==> src/rtl/serial_pkg.sv <==
// Shared types and line-level constants for the serial word receiver.
package serial_pkg;

  typedef enum logic [1:0] {
    IDLE = 2'd0,
    DATA = 2'd1,
    STOP = 2'd2
  } rx_state_t;

  localparam logic LINE_IDLE = 1'b1;
  localparam logic START_BIT = 1'b0;
  localparam logic STOP_BIT  = 1'b1;

endpackage

==> src/rtl/sipo_shift.sv <==
// Serial-in/parallel-out shift register; MSB_FIRST picks where the first bit ends up.
module sipo_shift
  import serial_pkg::*;
#(
  parameter int unsigned WIDTH     = 8,
  parameter bit          MSB_FIRST = 1'b0
) (
  input  logic             clock,
  input  logic             reset,
  input  logic             shift_en,
  input  logic             data_in,
  output logic [WIDTH-1:0] q
);

  // LSB-first enters at the top and walks down so the first bit finishes in q[0].
  always_ff @(posedge clock or negedge reset) begin
    if (!reset) begin
      q <= '0;
    end else if (shift_en) begin
      if (MSB_FIRST) begin
        q <= {q[WIDTH-2:0], data_in};
      end else begin
        q <= {data_in, q[WIDTH-1:1]};
      end
    end
  end

endmodule

==> src/rtl/serial_word_rx.sv <==
// Framed serial receiver: start bit, WIDTH data bits, stop bit, into a one-word
// valid/ready output buffer with frame-error pulse and sticky overrun flag.
module serial_word_rx
  import serial_pkg::*;
#(
  parameter int unsigned WIDTH     = 8,
  parameter bit          MSB_FIRST = 1'b0
) (
  input  logic             clock,
  input  logic             reset,
  input  logic             data_in,
  output logic [WIDTH-1:0] word_out,
  output logic             word_valid,
  input  logic             word_ready,
  output logic             busy,
  output logic             frame_err,
  output logic             overrun,
  input  logic             clear_err
);

  localparam int unsigned CNT_W = (WIDTH > 1) ? $clog2(WIDTH) : 1;

  rx_state_t        state;
  logic [CNT_W-1:0] bit_cnt;
  logic [WIDTH-1:0] shift_q;
  logic             shift_en_c;
  logic             commit_c;
  logic             buf_free_c;

  assign shift_en_c = (state == DATA);
  assign commit_c   = (state == STOP) && (data_in == STOP_BIT);
  assign buf_free_c = !word_valid || word_ready;

  sipo_shift #(
    .WIDTH    (WIDTH),
    .MSB_FIRST(MSB_FIRST)
  ) u_sipo (
    .clock   (clock),
    .reset   (reset),
    .shift_en(shift_en_c),
    .data_in (data_in),
    .q       (shift_q)
  );

  // Frame FSM with bit counter; busy and frame_err are registered alongside the state.
  always_ff @(posedge clock or negedge reset) begin
    if (!reset) begin
      state     <= IDLE;
      bit_cnt   <= '0;
      busy      <= 1'b0;
      frame_err <= 1'b0;
    end else begin
      frame_err <= 1'b0;
      case (state)
        IDLE: begin
          if (data_in == START_BIT) begin
            state   <= DATA;
            bit_cnt <= '0;
            busy    <= 1'b1;
          end
        end
        DATA: begin
          bit_cnt <= bit_cnt + CNT_W'(1);
          if (bit_cnt == CNT_W'(WIDTH - 1)) begin
            state <= STOP;
          end
        end
        STOP: begin
          // A low stop bit ends the frame here; it is never taken as a new start.
          state <= IDLE;
          busy  <= 1'b0;
          if (data_in != STOP_BIT) begin
            frame_err <= 1'b1;
          end
        end
        default: begin
          state <= IDLE;
          busy  <= 1'b0;
        end
      endcase
    end
  end

  // Output buffer and overrun; a commit into a buffer being consumed keeps valid high.
  always_ff @(posedge clock or negedge reset) begin
    if (!reset) begin
      word_out   <= '0;
      word_valid <= 1'b0;
      overrun    <= 1'b0;
    end else begin
      if (commit_c && buf_free_c) begin
        word_out   <= shift_q;
        word_valid <= 1'b1;
      end else if (word_valid && word_ready) begin
        word_valid <= 1'b0;
      end

      if (commit_c && !buf_free_c) begin
        overrun <= 1'b1;
      end else if (clear_err) begin
        overrun <= 1'b0;
      end
    end
  end

endmodule
==> config.mk <==
export PLATFORM = sky130hd
export DESIGN_NAME = serial_word_rx
export DESIGN_NICKNAME = d
export VERILOG_FILES = /design/src/rtl/serial_pkg.sv /design/src/rtl/sipo_shift.sv /design/src/rtl/serial_word_rx.sv
export SDC_FILE = /design/constraint.sdc
export NUM_CORES = 1
export LEC_CHECK = 0
export ABC_AREA = 1
export CORE_MARGIN = 2
export CORE_UTILIZATION = 32
export CTS_BUF_LIST = sky130_fd_sc_hd__clkbuf_4 sky130_fd_sc_hd__clkbuf_8 sky130_fd_sc_hd__clkbuf_16
export CTS_CLUSTER_DIAMETER = 80
export CTS_CLUSTER_SIZE = 10
export DETAILED_ROUTE_END_ITERATION = 10
export PLACE_DENSITY_LB_ADDON = 0.2
export SETUP_SLACK_MARGIN = 0.2
export SYNTH_ARGS = -nofsm -noshare
export SYNTH_HDL_FRONTEND = slang
export SYNTH_SLANG_ARGS = --single-unit
==> constraint.sdc <==
create_clock -name clock -period 1.3 [get_ports clock]
set_input_delay 0.39 -clock clock [delete_from_list [all_inputs] [get_ports clock]]
set_output_delay 0.39 -clock clock [all_outputs]
set_load 0.05 [all_outputs]
==> results of run 1 <==
-- routing by layer --
layer | vias to the layer above | wire (um) | GRT usage
met1 | 384 | 947 | 0.138
met3 | 2 | 62 | 0.0252
met4 | 0 | 21 | 0.0638
met2 | 12 | 929 | 0.203
li1 | 403 | - | -
met5 | - | 0 | 0
-- power groups by stage --
stage	registers, uW	logic (uW)	clock network, uW
floorplan	1580	690	0
global placement	1380	1430	0
detailed placement	1390	1450	0
CTS	1360	1590	363
global route	1400	1790	397
finish	1370	1630	347
-- stage by stage --
step	total power [uW]	cells	setup TNS [ns]	hold WS (ns)	area, sq um
floorplan	2270	104	0	0.0944	1060
global placement	2810	165	-2.50	0.461	1410
detailed placement	2830	165	-2.97	0.470	1410
CTS	3310	178	-0.141	0.365	1520
global route	3590	180	-0.534	0.391	1560
finish	3350	180	-0.0130	0.375	1560
-- layout make-up --
type	count	area share
Clock inverter	1	0.00321
Sequential cell	25	0.403
Clock buffer	3	0.0144
Inverter	8	0.0208
Timing Repair Buffer	32	0.272
Tap cell	44	0.0353
Multi-Input combinational cell	67	0.252
-- kinds of logic (layout without fill, tap and decap cells) --
kind of cell             count (synthesis)  in the layout
AND/OR/NAND/NOR                         54             54
buffers and inverters                   12             44
adder cells (fa/ha/maj)                  2              2
flip-flops                              25             25
AO/OA/AOI/OAI                           11             11
-- registers in the layout, summed over array words and instances (netlist names) --
signal,cells
u_sipo.q,8
word_out,8
bit_cnt,3
state,2
busy,1
frame_err,1
overrun,1
word_valid,1
-- repair_timing --
action / CTS / global route
gates resized for setup: 4 / 6
cloned: 0 / 0
setup endpoints to repair: 32 / 22
buffers inserted: 9 / 2
pin swaps: 3 / 4
-- layout by cell type (no fill, tap or decap) --
cell and count:
sky130_fd_sc_hd__nand2_8 1, sky130_fd_sc_hd__nand3_4 1, sky130_fd_sc_hd__nor2_1 5, sky130_fd_sc_hd__o21ai_1 7, sky130_fd_sc_hd__ha_4 1, sky130_fd_sc_hd__dfrtp_2 2
sky130_fd_sc_hd__inv_4 1, sky130_fd_sc_hd__a21oi_2 3, sky130_fd_sc_hd__nor2_8 1, sky130_fd_sc_hd__buf_4 14, sky130_fd_sc_hd__clkdlybuf4s50_1 3, sky130_fd_sc_hd__buf_12 14
sky130_fd_sc_hd__dfrtp_1 23, sky130_fd_sc_hd__clkbuf_4 3, sky130_fd_sc_hd__nand4_1 8, sky130_fd_sc_hd__nand2_1 29, sky130_fd_sc_hd__inv_2 1, sky130_fd_sc_hd__o21ai_0 1
sky130_fd_sc_hd__nor3_1 1, sky130_fd_sc_hd__nand3_1 3, sky130_fd_sc_hd__clkinv_2 1, sky130_fd_sc_hd__nand2_2 5, sky130_fd_sc_hd__inv_1 6, sky130_fd_sc_hd__dlygate4sd2_1 1
sky130_fd_sc_hd__ha_2 1
-- final timing paths --
kind	from	cells after the start	slack, ns	endpoint
hold reg to reg	u_sipo.q[0]	2	0.50	u_sipo.q[0]
hold / removal	data_in	2	0.38	frame_err
setup reg to reg	state[0]	4	0.21	word_out[4]
min in group asynchronous	reset	2	0.41	word_out[5]
setup / recovery	word_valid	1	-0.005	word_valid
max in group asynchronous	reset	2	0.74	state[0]
==> impl.org, run 1 <==
** Setup path
- Slowest CP cell :: sky130_fd_sc_hd__dfrtp_2
- CP Data Required Time :: 0.91 ns
- Type of the worst setup path :: flip-flop to output pin
- The worst setup path is captured at an output pin.
- Kind of cell adding the most delay to the critical path :: flip-flops
- The number of buffers and inverters on the critical path is 1.
- STA puts the critical path data arrival time at 0.91 ns.
- Cells traversed along the worst timing path :: buf_12
- Of all nets on the critical path, the largest fanout is 2.
- The largest single stage delay on the critical path is 0.45 ns.
- Type of origin of the critical path :: flip-flop

** STA
- Of the available clock period, the critical path in the final layout requires 1.00.
- Max-Slew Margin vs Limit :: 0.801
- Post-layout worst setup margin :: -0.00463 ns
- Setup repair after global routing could not meet its margin everywhere.
- Measured slew at the worst slew-check pin :: 0.299 ns
- Clock period minus final worst setup slack :: 1.30 ns
- Final Setup Violations :: 4
- Across the routed clock network, the largest skew measured is 0.00682 ns.
- The count of final max-slew check failures is 0.
- Final Hold Violating Endpoints :: 0
- Timing would allow up to 0.766 GHz.

** Synth
- Number of flip-flops and latches in the synthesized netlist :: 25
- Mux contribution to synthesized area :: 0
- Largest family of logic cells by synthesized area :: simple AND/OR/NAND/NOR gates
- Count of yosys warnings during synthesis :: 0
- Leading post-synthesis cells by cell area :: sky130_fd_sc_hd__dfrtp_1, sky130_fd_sc_hd__nand2_1, sky130_fd_sc_hd__nand4_1
- Syn_area_per_cell :: 10.2 sq um
- The number of nets handed over by synthesis was 111.
- Of the synthesized area, sequential elements account for 0.589.
- The synthesized design contains 0 enable-type register cells.
- Share of synthesized cell area in full adder, half adder and majority cells :: 0.0236
- Of all cell types, the one taking the most synthesized area is sky130_fd_sc_hd__dfrtp_1.
- The synthesized netlist contains 19 unique library cells.
- Syn Std Cell Area :: 1060 sq um
- Post-Synth XOR/XNOR Area :: 0
- For this run, asynchronously set or reset flops after synthesis account for 1.00.
- Synthesis handed over a netlist of 104 instances.
- Yosys instantiated no cell more often than sky130_fd_sc_hd__nand2_1.
- Commonest cells post-synth :: sky130_fd_sc_hd__nand2_1, sky130_fd_sc_hd__dfrtp_1, sky130_fd_sc_hd__nand4_1, sky130_fd_sc_hd__inv_1, sky130_fd_sc_hd__o21ai_1
- The share of synthesized area in the top cell type comes to 0.589.
- The complex-gate fraction of the synthesized area was 0.0624.
- Post-Synth Simple-Gate Area :: 0.258
- Top flip-flop cell by instance count after synthesis :: sky130_fd_sc_hd__dfrtp_1

** Clocking
- After clock tree synthesis, the clock-pin slew on the worst setup and hold paths is 0.13 ns.
- Counting the buffers created by CTS gives 3.
- CTS Root Cell :: sky130_fd_sc_hd__clkbuf_4
- TritonCTS built the clock tree.
- Clock Sink Count :: 25
- Clk Latency, worst-skew pair :: 0.32 ns
- H-tree level count :: 1
- In this run, post-CTS hold repair placed 0 buffers.
- Maximum clock path buffer count :: 2

** Min path
- The worst hold path belongs to the class primary input to flip-flop.

** Die
- Die span in y :: 61.6 um
- Core Footprint :: 3100 sq um
- The initial utilization of the core area, before any placement, comes to 0.342.
- For this design the top-level I/O count stands at 17.
- Die width :: 61.6 um
- Total Die Area :: 3800 sq um
- The initialized floorplan defines 20 standard-cell rows.

** Power and ir drop
- The share of total power dissipated in combinational logic is 0.487.
- Cell-internal power :: 1990 uW
- The share of total power dissipated in sequential elements is 0.409.
- IR analysis of the VDD net gives a maximum drop of 716 uV.
- Summed over all nets, the switching power comes to 1360 uW.
- The analysis attributes to cell leakage a power of 0.000752 uW.
- Dividing total power by cell area gives a power density of 2150 nW/um^2.
- Of the total power, the clock network draws 0.104.
- Of the total power, the share spent switching nets is 0.407.

** Finish
- Fraction of layout cells with a size suffix above 1 :: 0.360
- The layout has 318 filler cells.
- After the last flow step, the layout net total stands at 144.
- From synthesis to final layout, the design area changed by 46.9%.
- Registers take 628 sq um.
- Measured on the finished design, the core utilization comes to 0.503.
- Summing all multi-input logic gate instances after layout gives 393 sq um.
- 0 antenna diodes ended up in the layout.

** Drt
- Post-route DRC :: 0
- Wires add up to 1.96 mm.
- Total via count in the routed design :: 801
- Count of TritonRoute iterations in the first routing pass :: 4
- The first routing iteration left 16 violations.
- The detail route stage leaves a number of antenna-violating nets equal to 0.
- After detailed routing, the average wire length per cell comes to 10.9 um.
- Avg Vias per Cell :: 4.45

** GRT
- Number of antenna violations at the first check in global routing :: 0
- Vias in the first global route :: 747
- For this run the aggregate overflow at the end of global routing stands at 0.
- The first global-routing pass estimated 3.24 mm of wire.
- For this run, the total global-route usage over all layers was measured as 0.119.
- Maximum number of pins on one net before global-route repair :: 26

** Placed design
- Pre-CTS setup slack :: -0.278 ns
- Once detailed placement completed, the half-perimeter wirelength came to 1.34 mm.
- RD Place Congestion :: 0.716
- Buffers placed on the I/O ports in this run total 16.

** Status
- Run status :: finished, violations left
- Violated checks :: setup timing

** Run
- Max-cap violation count :: 0
No activity file was read; power rests on OpenSTA's default activity.
==> inputs of run 2 (changes only) <==
--- a/config.mk
+++ b/config.mk
@@ -5,7 +5,6 @@
 export SDC_FILE = /design/constraint.sdc
 export NUM_CORES = 1
 export LEC_CHECK = 0
-export ABC_AREA = 1
 export CORE_MARGIN = 2
 export CORE_UTILIZATION = 32
 export CTS_BUF_LIST = sky130_fd_sc_hd__clkbuf_4 sky130_fd_sc_hd__clkbuf_8 sky130_fd_sc_hd__clkbuf_16
==> constraint.sdc (replaced) <==
create_clock -name clock -period 1.45 [get_ports clock]
set_input_delay 0.435 -clock clock [delete_from_list [all_inputs] [get_ports clock]]
set_output_delay 0.435 -clock clock [all_outputs]
set_load 0.05 [all_outputs]
==> run 2 against run 1 <==
Effect of this change:
- clock power down 12%
- critical path depth unchanged
- critical path type unchanged
- the flow now finishes without violations
- flip-flop and latch count unchanged
==> impl.org, run 2 <==
** Status
- The flow ran to the end, and the final reports show no timing, DRC or antenna violations.

** Finish
- Non-filler instance count after layout :: 143 (-21%)
- Fraction of layout cells with a size suffix above 1 :: 0.576 (+0.215)
- Layout overhead on the synthesized area :: 51.4%
- The final layout net count came to 107 (-26%).
- N_diodes :: 0 (unchanged)
- The largest registers in the layout are u_sipo.q x8, word_out x8, bit_cnt x3.
- Leaving out fill and tap cells, the most frequent cells in the layout are sky130_fd_sc_hd__dfrtp_1, sky130_fd_sc_hd__buf_12, sky130_fd_sc_hd__buf_4, sky130_fd_sc_hd__mux2_2, sky130_fd_sc_hd__mux2_4.
- Most common library cell in the layout ignoring fill and taps :: sky130_fd_sc_hd__dfrtp_1
- The fill cell instance count of the final layout is 275 (-14%).

** Die
- The initial standard-cell utilization of the core came to 0.333 (-0.00887).
- Die width :: 60.2 um (-2.3%)
- Die span in y :: 60.2 um (-2.3%)
- Total Die Area :: 3620 sq um (-4.6%)
- The core area came to 3030 sq um (-2.4%).
- Row cnt :: 20 (unchanged)
- The number of top-level design ports came to 17 (unchanged).

** Clocking
- H-tree level count :: 1 (unchanged)
- The TritonCTS buffer count was 3 (unchanged).
- CTS Root Cell :: sky130_fd_sc_hd__clkbuf_4
- Cts hold-fix bufs :: 0 (unchanged)
- Clock Sink Count :: 25 (unchanged)
- Clock slew at the register clock pins of the worst setup and hold paths :: 0.13 ns (about the same)
- TritonCTS clock tree :: done
- The maximum number of buffers from clock root to sink is 2 (unchanged).
- Clk Latency, worst-skew pair :: 0.31 ns (about the same)

** STA
- Clock period minus final worst setup slack :: 1.36 ns
- The number of hold-slack violations in the final timing report came to 0 (unchanged).
- Worst Hold Margin :: 0.458 ns (+0.0829 ns)
- The worst-case headroom to the max-slew limit is 0.837 (+0.0361).
- Post-layout worst setup margin :: 0.0941 ns (+0.0987 ns)
- In the finished design, the share of the clock period the worst path needs comes to 0.935.
- Unrepaired setup endpoints after global routing :: true
- The count of final max-slew check failures came to 0 (unchanged).
- Final Skew :: 0.00573 ns (-0.00109 ns)
- The final-report setup violation count was 0 (-4).
- Highest clock rate :: 0.738 GHz
- The transition at the pin with the smallest max-transition slack came to 0.244 ns (-0.0551 ns).

** Drt
- The ratio of routed vias to standard cells came to 4.22 (-5.2%).
- The final routed wirelength across all metal layers is 1.54 mm (-21%).
- The number of vias in the routed layout was 603 (-25%).
- The residual antenna-violating net count after detailed routing is 0 (unchanged).
- The routed length per placed instance is 10.8 um (-1.0%).
- The count of unresolved DRC violations after routing came to 0 (unchanged).
- The violation count after the first detailed-routing iteration is 9 (-7).
- The number of detailed-route iterations in the first pass came to 2 (-2).

** Synth
- Count of yosys warnings during synthesis :: 0 (unchanged)
- Cell count after synthesis :: 64 (-38%)
- Largest family of logic cells by synthesized area :: multiplexers
- The async set-or-reset flop fraction in the synthesized netlist was 1.00 (unchanged).
- Portion of synthesized cell area occupied by the leading cell type :: 0.620 (+0.0307)
- The most common cell in the synthesized netlist is sky130_fd_sc_hd__dfrtp_1.
- Number of flops mapped to enable cells by yosys :: 0 (unchanged)
- The post-synthesis mux area share was 0.219 (+0.219).
- Post-Synth Simple-Gate Area :: 0.0731 (-0.185)
- Synthesized net count :: 71 (-36%)
- In the synthesized netlist the dominant register cell turns out to be sky130_fd_sc_hd__dfrtp_1.
- The complex-gate fraction of the synthesized area was 0.0372 (-0.0253).
- By count the netlist is led by sky130_fd_sc_hd__dfrtp_1, sky130_fd_sc_hd__mux2_2, sky130_fd_sc_hd__mux2_4, sky130_fd_sc_hd__nor2_1.
- Area leader, netlist :: sky130_fd_sc_hd__dfrtp_1
- Syn_area_per_cell :: 15.8 sq um (+54%)
- Sequential cell area fraction in the yosys report :: 0.620 (+0.0307)
- Share of synthesized cell area in full adder, half adder and majority cells :: 0.0248 (+0.00123)
- The synthesized area is 1010 sq um (-4.9%).
- In the post-synthesis netlist, the biggest area contributors are sky130_fd_sc_hd__dfrtp_1, sky130_fd_sc_hd__mux2_4, sky130_fd_sc_hd__mux2_2.
- The flop and latch count out of synthesis came to 25 (unchanged).
- Post-Synth XOR/XNOR Area :: 0 (unchanged)
- The distinct cell type count of the synthesized netlist came to 18 (-1).

** Setup path
- Type of the worst setup path :: flip-flop to output pin
- The cell count of the worst reg-to-reg path came to 5 (+1).
- The slowest stage of the critical path is the sky130_fd_sc_hd__dfrtp_1 cell.
- Critical register-to-register path startpoint :: word_valid
- The required time at the endpoint of the critical path came to 1.02 ns (+0.11 ns).
- STA classifies the critical path startpoint as a flip-flop.
- Critical path arrival :: 0.92 ns (about the same)
- The register-to-register path setup slack was 0.14 ns (-0.07 ns).
- Highest net fanout along the worst path :: 2 (unchanged)
- The endpoint identified for the worst register-to-register timing path is word_out[5].
- Setup crit end kind :: output pin
- Cells traversed along the worst timing path :: buf_12
- Largest stage delay on the critical path :: 0.44 ns (about the same)
- Count of buffer and inverter cells on the critical path :: 1 (unchanged)
- The cell family contributing the most delay on the critical path is flip-flops.

** Min path
- The path class of the tightest hold or removal check is primary input to async pin.

** GRT
- The leftover overflow at the end of global routing came to 0 (unchanged).
- Global-route wire length before repair :: 2.62 mm (-19%)
- Vias in the first global route :: 586 (-22%)
- Number of antenna violations at the first check in global routing :: 0 (unchanged)
- The pin count of the biggest net entering global routing came to 26 (unchanged).
- The global router's overall resource usage is 0.103 (-0.0157).

** Placed design
- The pre-CTS worst setup slack was -0.324 ns (-0.0453 ns).
- The number of cells in the design after placement was 128 (-22%).
- Number of buffer cells added on primary ports :: 16 (unchanged)
- The global placer's final weighted congestion is 0.624 (-13%).

** Power and ir drop
- Final Total Pwr :: 3320 uW (-0.85%)
- The ratio of total power to cell area came to 2170 nW/um^2 (+1.2%).
- The highest ir drop seen on vdd came to 880 uV (+23%).
- P_leak :: 0.000726 uW (-3.4%)

** Run
- The number of maximum-capacitance constraint violations was 0 (unchanged).
run 2: cell count changes in the layout (fill, tap and decap cells not counted), moves of 4 or more:
| cell | change |
|---|---|
| sky130_fd_sc_hd__o21ai_1 | -7 |
| sky130_fd_sc_hd__mux2_4 | +8 |
| sky130_fd_sc_hd__nand2_1 | -28 |
| sky130_fd_sc_hd__nand2_2 | -5 |
| sky130_fd_sc_hd__nand4_1 | -8 |
| sky130_fd_sc_hd__inv_1 | -4 |
| sky130_fd_sc_hd__mux2_2 | +9 |
run 2: layer usage:
metal,share of wire,track usage,vias up,routed length (um)
met4,0.012,0.0667,0,19
met3,0.034,0.0260,2,52
met1,0.44,0.123,297,678
met2,0.51,0.163,10,790
li1,-,-,294,-
met5,0,0,-,0
run 2: worst max path at each step:
stage | start | to | slack (ns) | depth (start not counted)
global placement | data_in | word_out[5] | -0.31 | 5
finish | word_out[6] | word_out[6] | 0.09 | 1
CTS | word_out[6] | word_out[6] | 0.06 | 1
detailed placement | data_in | word_out[6] | -0.32 | 5
global route | word_out[6] | word_out[6] | 0.03 | 1
floorplan | word_valid | word_out[0] | 0.11 | 4
run 2: power breakdown:
group | internal, uW | total, uW | switching, uW
clock | 105 | 304 | 199
sequential | 995 | 1240 | 246
combinational | 1050 | 1780 | 732
run 2: layout make-up:
type                            count  area, sq um  share of cell area
Inverter                            2         7.51             0.00491
Clock buffer                        3         22.5              0.0147
Timing Repair Buffer               33          438               0.286
Tap cell                           44         55.1              0.0360
Multi-Input combinational cell     35          370               0.242
Sequential cell                    25          628               0.411
Clock inverter                      1         7.51             0.00491
run 2: worst reg2reg max path, stage by stage, from the launching register on:
cell                       delay [ns]
sky130_fd_sc_hd__dfrtp_2         0.45
sky130_fd_sc_hd__buf_6           0.12
sky130_fd_sc_hd__nand2b_4        0.05
sky130_fd_sc_hd__nor2b_4         0.15
sky130_fd_sc_hd__buf_12          0.14
sky130_fd_sc_hd__mux2_4          0.30
run 2: stage by stage:
stage | TNS (ns) | cell area (sq um) | util
2_1_floorplan | 0 | 1020 | -
3_3_place_gp | -2.99 | 1400 | 0.463
3_5_place_dp | -3.13 | 1400 | 0.463
4_1_cts | 0 | 1510 | 0.498
5_1_grt | 0 | 1530 | 0.505
6_report | 0 | 1530 | 0.505
run 2: cell families (layout without fill, tap and decap cells):
family,Yosys count,after routing
AOI/OAI and AO/OA,5,5
adders and majority gates,2,2
DFF,25,25
muxes,17,17
and+or+nand+nor,11,11
buffers and inverters,4,39
run 2: timing repair:
action,CTS,global route
buffers inserted,9,2
endpoints found under the setup margin,21,26
gates resized for setup,4,2
==> inputs of run 3 (changes only) <==
--- a/config.mk
+++ b/config.mk
@@ -7,12 +7,12 @@
 export LEC_CHECK = 0
 export CORE_MARGIN = 2
 export CORE_UTILIZATION = 32
-export CTS_BUF_LIST = sky130_fd_sc_hd__clkbuf_4 sky130_fd_sc_hd__clkbuf_8 sky130_fd_sc_hd__clkbuf_16
 export CTS_CLUSTER_DIAMETER = 80
 export CTS_CLUSTER_SIZE = 10
 export DETAILED_ROUTE_END_ITERATION = 10
 export PLACE_DENSITY_LB_ADDON = 0.2
 export SETUP_SLACK_MARGIN = 0.2
+export SLEW_MARGIN = 20
 export SYNTH_ARGS = -nofsm -noshare
 export SYNTH_HDL_FRONTEND = slang
 export SYNTH_SLANG_ARGS = --single-unit
==> results of run 3 <==
Final layout, timing and power as in run 2 (identical DEF).
==> variant 1 (config.mk and constraints of run 3) <==
`WIDTH` is set to 8 in 2 places; all go to 16.
--- a/src/rtl/sipo_shift.sv
+++ b/src/rtl/sipo_shift.sv
@@ -3,5 +3,5 @@
   import serial_pkg::*;
 #(
-  parameter int unsigned WIDTH     = 8,
+  parameter int unsigned WIDTH     = 16,
   parameter bit          MSB_FIRST = 1'b0
 ) (
--- a/src/rtl/serial_word_rx.sv
+++ b/src/rtl/serial_word_rx.sv
@@ -4,5 +4,5 @@
   import serial_pkg::*;
 #(
-  parameter int unsigned WIDTH     = 8,
+  parameter int unsigned WIDTH     = 16,
   parameter bit          MSB_FIRST = 1'b0
 ) (
Interface: changed (resized word_out); port bits go from 17 to 25. No check against the original RTL was run, so the function may have changed too.
==> variant 1 against run 3 <==
The flow now finishes with violations (setup timing). Via count is 71% higher. Global-route usage increased by 2.9 points. Setup slack got worse by 0.095 ns. Clock power increased to 2.6 times the old value. Synthesized cell count is 66% higher. Core utilization is essentially flat. Sequential cell count is 17 higher. Cell area is 66% higher. Area after synthesis up 63%. Total power grew 62%. Routed wire length up 110%. Critical path type is now flip-flop to flip-flop. Largest cell class unchanged.
==> variant 1: results (changes against run 3) <==
Cells and area
  • Fill cell count: 445 (was 275)
  • Comb_multi_in: 58 (was 35)
  • Fraction of area in multi-input gates: 24.5% (was 24.2%)
  • Buffers excl. clock: 46 (was 33)
  • Seq. cell area: 1050 µm² (was 628 µm²)
  • ClkCell Share: 3.74% (was 1.96%)
  • Share of post-route cells with drive strength above 1: 58.3% (was 57.6%)
  • NonClk Buf Share: 26.7% (was 28.6%)
  • Registers with the most flip-flops: u_sipo.q x16, word_out x16, bit_cnt x4 (was u_sipo.q x8, word_out x8, bit_cnt x3)

Global routing
  • Total GRT Usage: 13.2% (was 10.3%)
  • Met2 Use GR: 20.4% (was 16.3%)
  • GR Util met3: 3.97% (was 2.60%)
  • Global routing usage on met1: 18.2% (was 12.3%)
  • Vias in the first global route: 1,128 (was 586)
  • Largest net degree at the start of global routing: 31 (was 26)

Detailed routing
  • Wl on met1: 1.52 mm (was 678 µm)
  • DRT iter0 DRCs: 35 (was 9)
  • Vias per cell: 4.58 (was 4.22)
  • DR pass1 iterations: 4 (was 2)
  • Met2 wire length: 1.57 mm (was 790 µm)
  • Met3 wire length: 123 µm (was 52 µm)
  • Routed vias: 1,034 (was 603)

Worst setup path
  • Reg2reg start: state[0]$_DFFE_PN0P_ (was word_valid$_DFFE_PN0P_)
  • Largest stage delay, worst path: 0.38 ns (was 0.44 ns)

Timing
  • Final worst setup slack: -0.000733 ns (was 0.0941 ns)
  • Setup TNS: -0.000752 ns (was 0 ns)
  • Final setup violation count: 2 (was 0)
  • Setup Skew: 0.00881 ns (was 0.00573 ns)
  • Least-Margin Pin Slew: 0.328 ns (was 0.244 ns)

Pwr
  • Maximum VDD drop: 831 µV (was 880 µV)
  • Leak: 1.15 nW (was 0.726 nW)

Synthesis
  • Compound-Gate Fraction of Synth Area: 3.42% (was 3.72%)
  • Synth area leaders: dfrtp_1, mux2_2, mux2_4, nor2_1, a22o_1 (was dfrtp_1, mux2_4, mux2_2, ha_1, nand3b_4)
  • Count of cell types in the netlist: 21 (was 18)
  • Mux share of post-synthesis cell area: 24.8% (was 21.9%)
  • Sequential fraction of the synthesis area: 63.8% (was 62.0%)

Floorplan
  • Die Span X: 75.8 µm (was 60.2 µm)

Placement
  • Cell Area, Placed: 2250 µm² (was 1400 µm²)
  • Placed Cells: 205 (was 128)
  • PortBufs: 24 (was 16)

Clocking
  • Root buffer cell: clkbuf_8 (was clkbuf_4)
  • Clock transition at path regs: 0.08 ns (was 0.13 ns)
  • CTS H-tree depth: 2 (was 1)

Status
  • Status: complete, but fails checks (was complete, no violations)
  • Failing checks: setup timing
-- variant 1: changes by cell type in the layout (fill, tap and decap cells not counted), moves of 4 or more --
cell      delta
clkbuf_8     +6
buf_12       +9
mux2_2       +8
dfrtp_1     +18
buf_4        +4
mux2_4       +8
-- variant 1: power by group --
part	switching (W)	internal, W
combinational	0.00102	0.00154
clock	0.000399	0.000383
sequential	0.000416	0.00163
total	0.00183	0.00356
-- variant 1: repair_timing --
action,in CTS,in global routing
cloned,2,0
buffers inserted,9,2
endpoints found under the setup margin,56,54
resized for setup,13,5
pin swaps,0,2
-- variant 1: worst paths after layout --
kind	endpoint	slack, ns	cells after the start
worst max register to register	word_out[6]$_DFFE_PN0P_	-0.0007	4
worst min register to register	word_out[0]$_DFFE_PN0P_	0.51	1
worst min-delay path	frame_err$_DFF_PN0_	0.03	1
max in group asynchronous	word_valid$_DFFE_PN0P_	0.94	2
min in group clock	word_out[0]$_DFFE_PN0P_	0.51	1
worst max-delay path	word_out[6]$_DFFE_PN0P_	-0.0007	4
==> variant 2 (config.mk and constraints of run 3) <==
Made on the original files. The 3 states of `rx_state_t` get a one-hot encoding in 3 bits.
--- a/src/rtl/serial_pkg.sv
+++ b/src/rtl/serial_pkg.sv
@@ -2,8 +2,8 @@
 package serial_pkg;
 
-  typedef enum logic [1:0] {
-    IDLE = 2'd0,
-    DATA = 2'd1,
-    STOP = 2'd2
+  typedef enum logic [2:0] {
+    IDLE = 3'b001,
+    DATA = 3'b010,
+    STOP = 3'b100
   } rx_state_t;
 
Function: same outputs for any inputs over 10 cycles, from zero or initial values and one cycle with reset low; not proved beyond that.
==> variant 2 against run 3 <==
Routed wire length is 36% higher. Cell area rose by 6.7%. Area after synthesis grew 6.2%. Setup slack got worse by 0.12 ns. The run now ends with setup timing left. Largest cell class unchanged. Sequential cell count increased by 1. Clock skew increased by 0.0026 ns.
Power is not compared: it rests on default switching activity, and its combinational part moved more than twofold at a synthesized area within 25%.
==> variant 2: results (changes against run 3) <==
Status
  • Status: complete, but fails checks (was complete, no violations)
  • Failing checks: setup timing

Synthesis
  • Adder-cell share of the synthesized area: 2.33% (was 2.48%)
  • Compound-Gate Fraction of Synth Area: 3.97% (was 3.72%)
  • Mapped Cells: 77 (was 64)
  • Mux share of post-synthesis cell area: 18.2% (was 21.9%)
  • Count of cell types in the netlist: 26 (was 18)
  • Synth area leaders: dfrtp_1, mux2_2, dfstp_2, ha_1, nor2_1 (was dfrtp_1, mux2_4, mux2_2, ha_1, nand3b_4)
  • Sequential fraction of the synthesis area: 60.8% (was 62.0%)
  • Syn nets: 84 (was 71)
  • Flops & latches, synth: 26 (was 25)
  • Top cells by count, synth: dfrtp_1, mux2_2, nor2_1 (was dfrtp_1, mux2_2, mux2_4)

Global routing
  • Met2 Use GR: 18.0% (was 16.3%)
  • GR Util met3: 1.66% (was 2.60%)
  • Total GRT Usage: 12.1% (was 10.3%)
  • Largest net degree at the start of global routing: 27 (was 26)
  • Global routing usage on met1: 17.0% (was 12.3%)

Detailed routing
  • DRT iter0 DRCs: 12 (was 9)
  • Drt wl/cell: 13.7 µm (was 10.8 µm)
  • Met3 wire length: 62 µm (was 52 µm)
  • DR pass1 iterations: 3 (was 2)
  • Met2 wire length: 1.02 mm (was 790 µm)
  • Highest routed layer: met4 (unchanged)

Timing
  • Setup TNS: -0.0334 ns (was 0 ns)
  • Final worst setup slack: -0.0287 ns (was 0.0941 ns)
  • Final setup violation count: 2 (was 0)
  • Least-Margin Pin Slew: 0.260 ns (was 0.244 ns)
  • Setup Skew: 0.00835 ns (was 0.00573 ns)

Cells and area
  • Fraction of area in multi-input gates: 29.8% (was 24.2%)
  • Share of post-route cells with drive strength above 1: 57.0% (was 57.6%)
  • Final nets: 115 (was 107)
  • Layout area overhead: 52.2% (was 51.4%)
  • Area occupied by multi-input gates: 485 µm² (was 370 µm²)
  • Registers with the most flip-flops: u_sipo.q x8, word_out x8 (was u_sipo.q x8, word_out x8, bit_cnt x3)
  • Seq area share: 40.2% (was 41.1%)
  • ClkCell Share: 3.22% (was 1.96%)
  • NonClk Buf Share: 22.9% (was 28.6%)
  • Comb_multi_in: 49 (was 35)

Worst setup path
  • Critical path arrival: 1.70 ns (was 0.92 ns)
  • Crit Path Max Fanout: 4 (was 2)
  • Largest stage delay, worst path: 0.58 ns (was 0.44 ns)

Clocking
  • Setup repair bufs after CTS: 4 (was 9)
  • Post_cts resized: 15 (was 4)
  • Clock transition at path regs: 0.15 ns (was 0.13 ns)

Placement
  • Pre-CTS setup slack: -0.338 ns (was -0.324 ns)
  • Final Wtd Congestion: 0.735 (was 0.624)
==> variant 2: cell types whose count changed after synthesis, moves of 2 or more <==
cell,run 3,this run
mux2_2,9,16
mux2_4,8,1
a21oi_1,1,3
a22o_1,2,0
nand2_1,1,3
nor3_1,0,2
==> variant 2: worst paths after layout <==
kind	slack (ns)	endpoint	from
max	-0.03	bit_cnt[0]$_DFFE_PN0P_	state[0]$_DFFE_PN1P_
min	0.43	word_valid$_DFFE_PN0P_	reset
max reg2reg	-0.03	bit_cnt[0]$_DFFE_PN0P_	state[0]$_DFFE_PN1P_
min reg2reg	0.54	u_sipo.q[0]$_DFFE_PN0N_	u_sipo.q[0]$_DFFE_PN0N_
max in group asynchronous	0.79	state[0]$_DFFE_PN1P_	reset
min in group clock	0.51	word_valid$_DFFE_PN0P_	word_ready
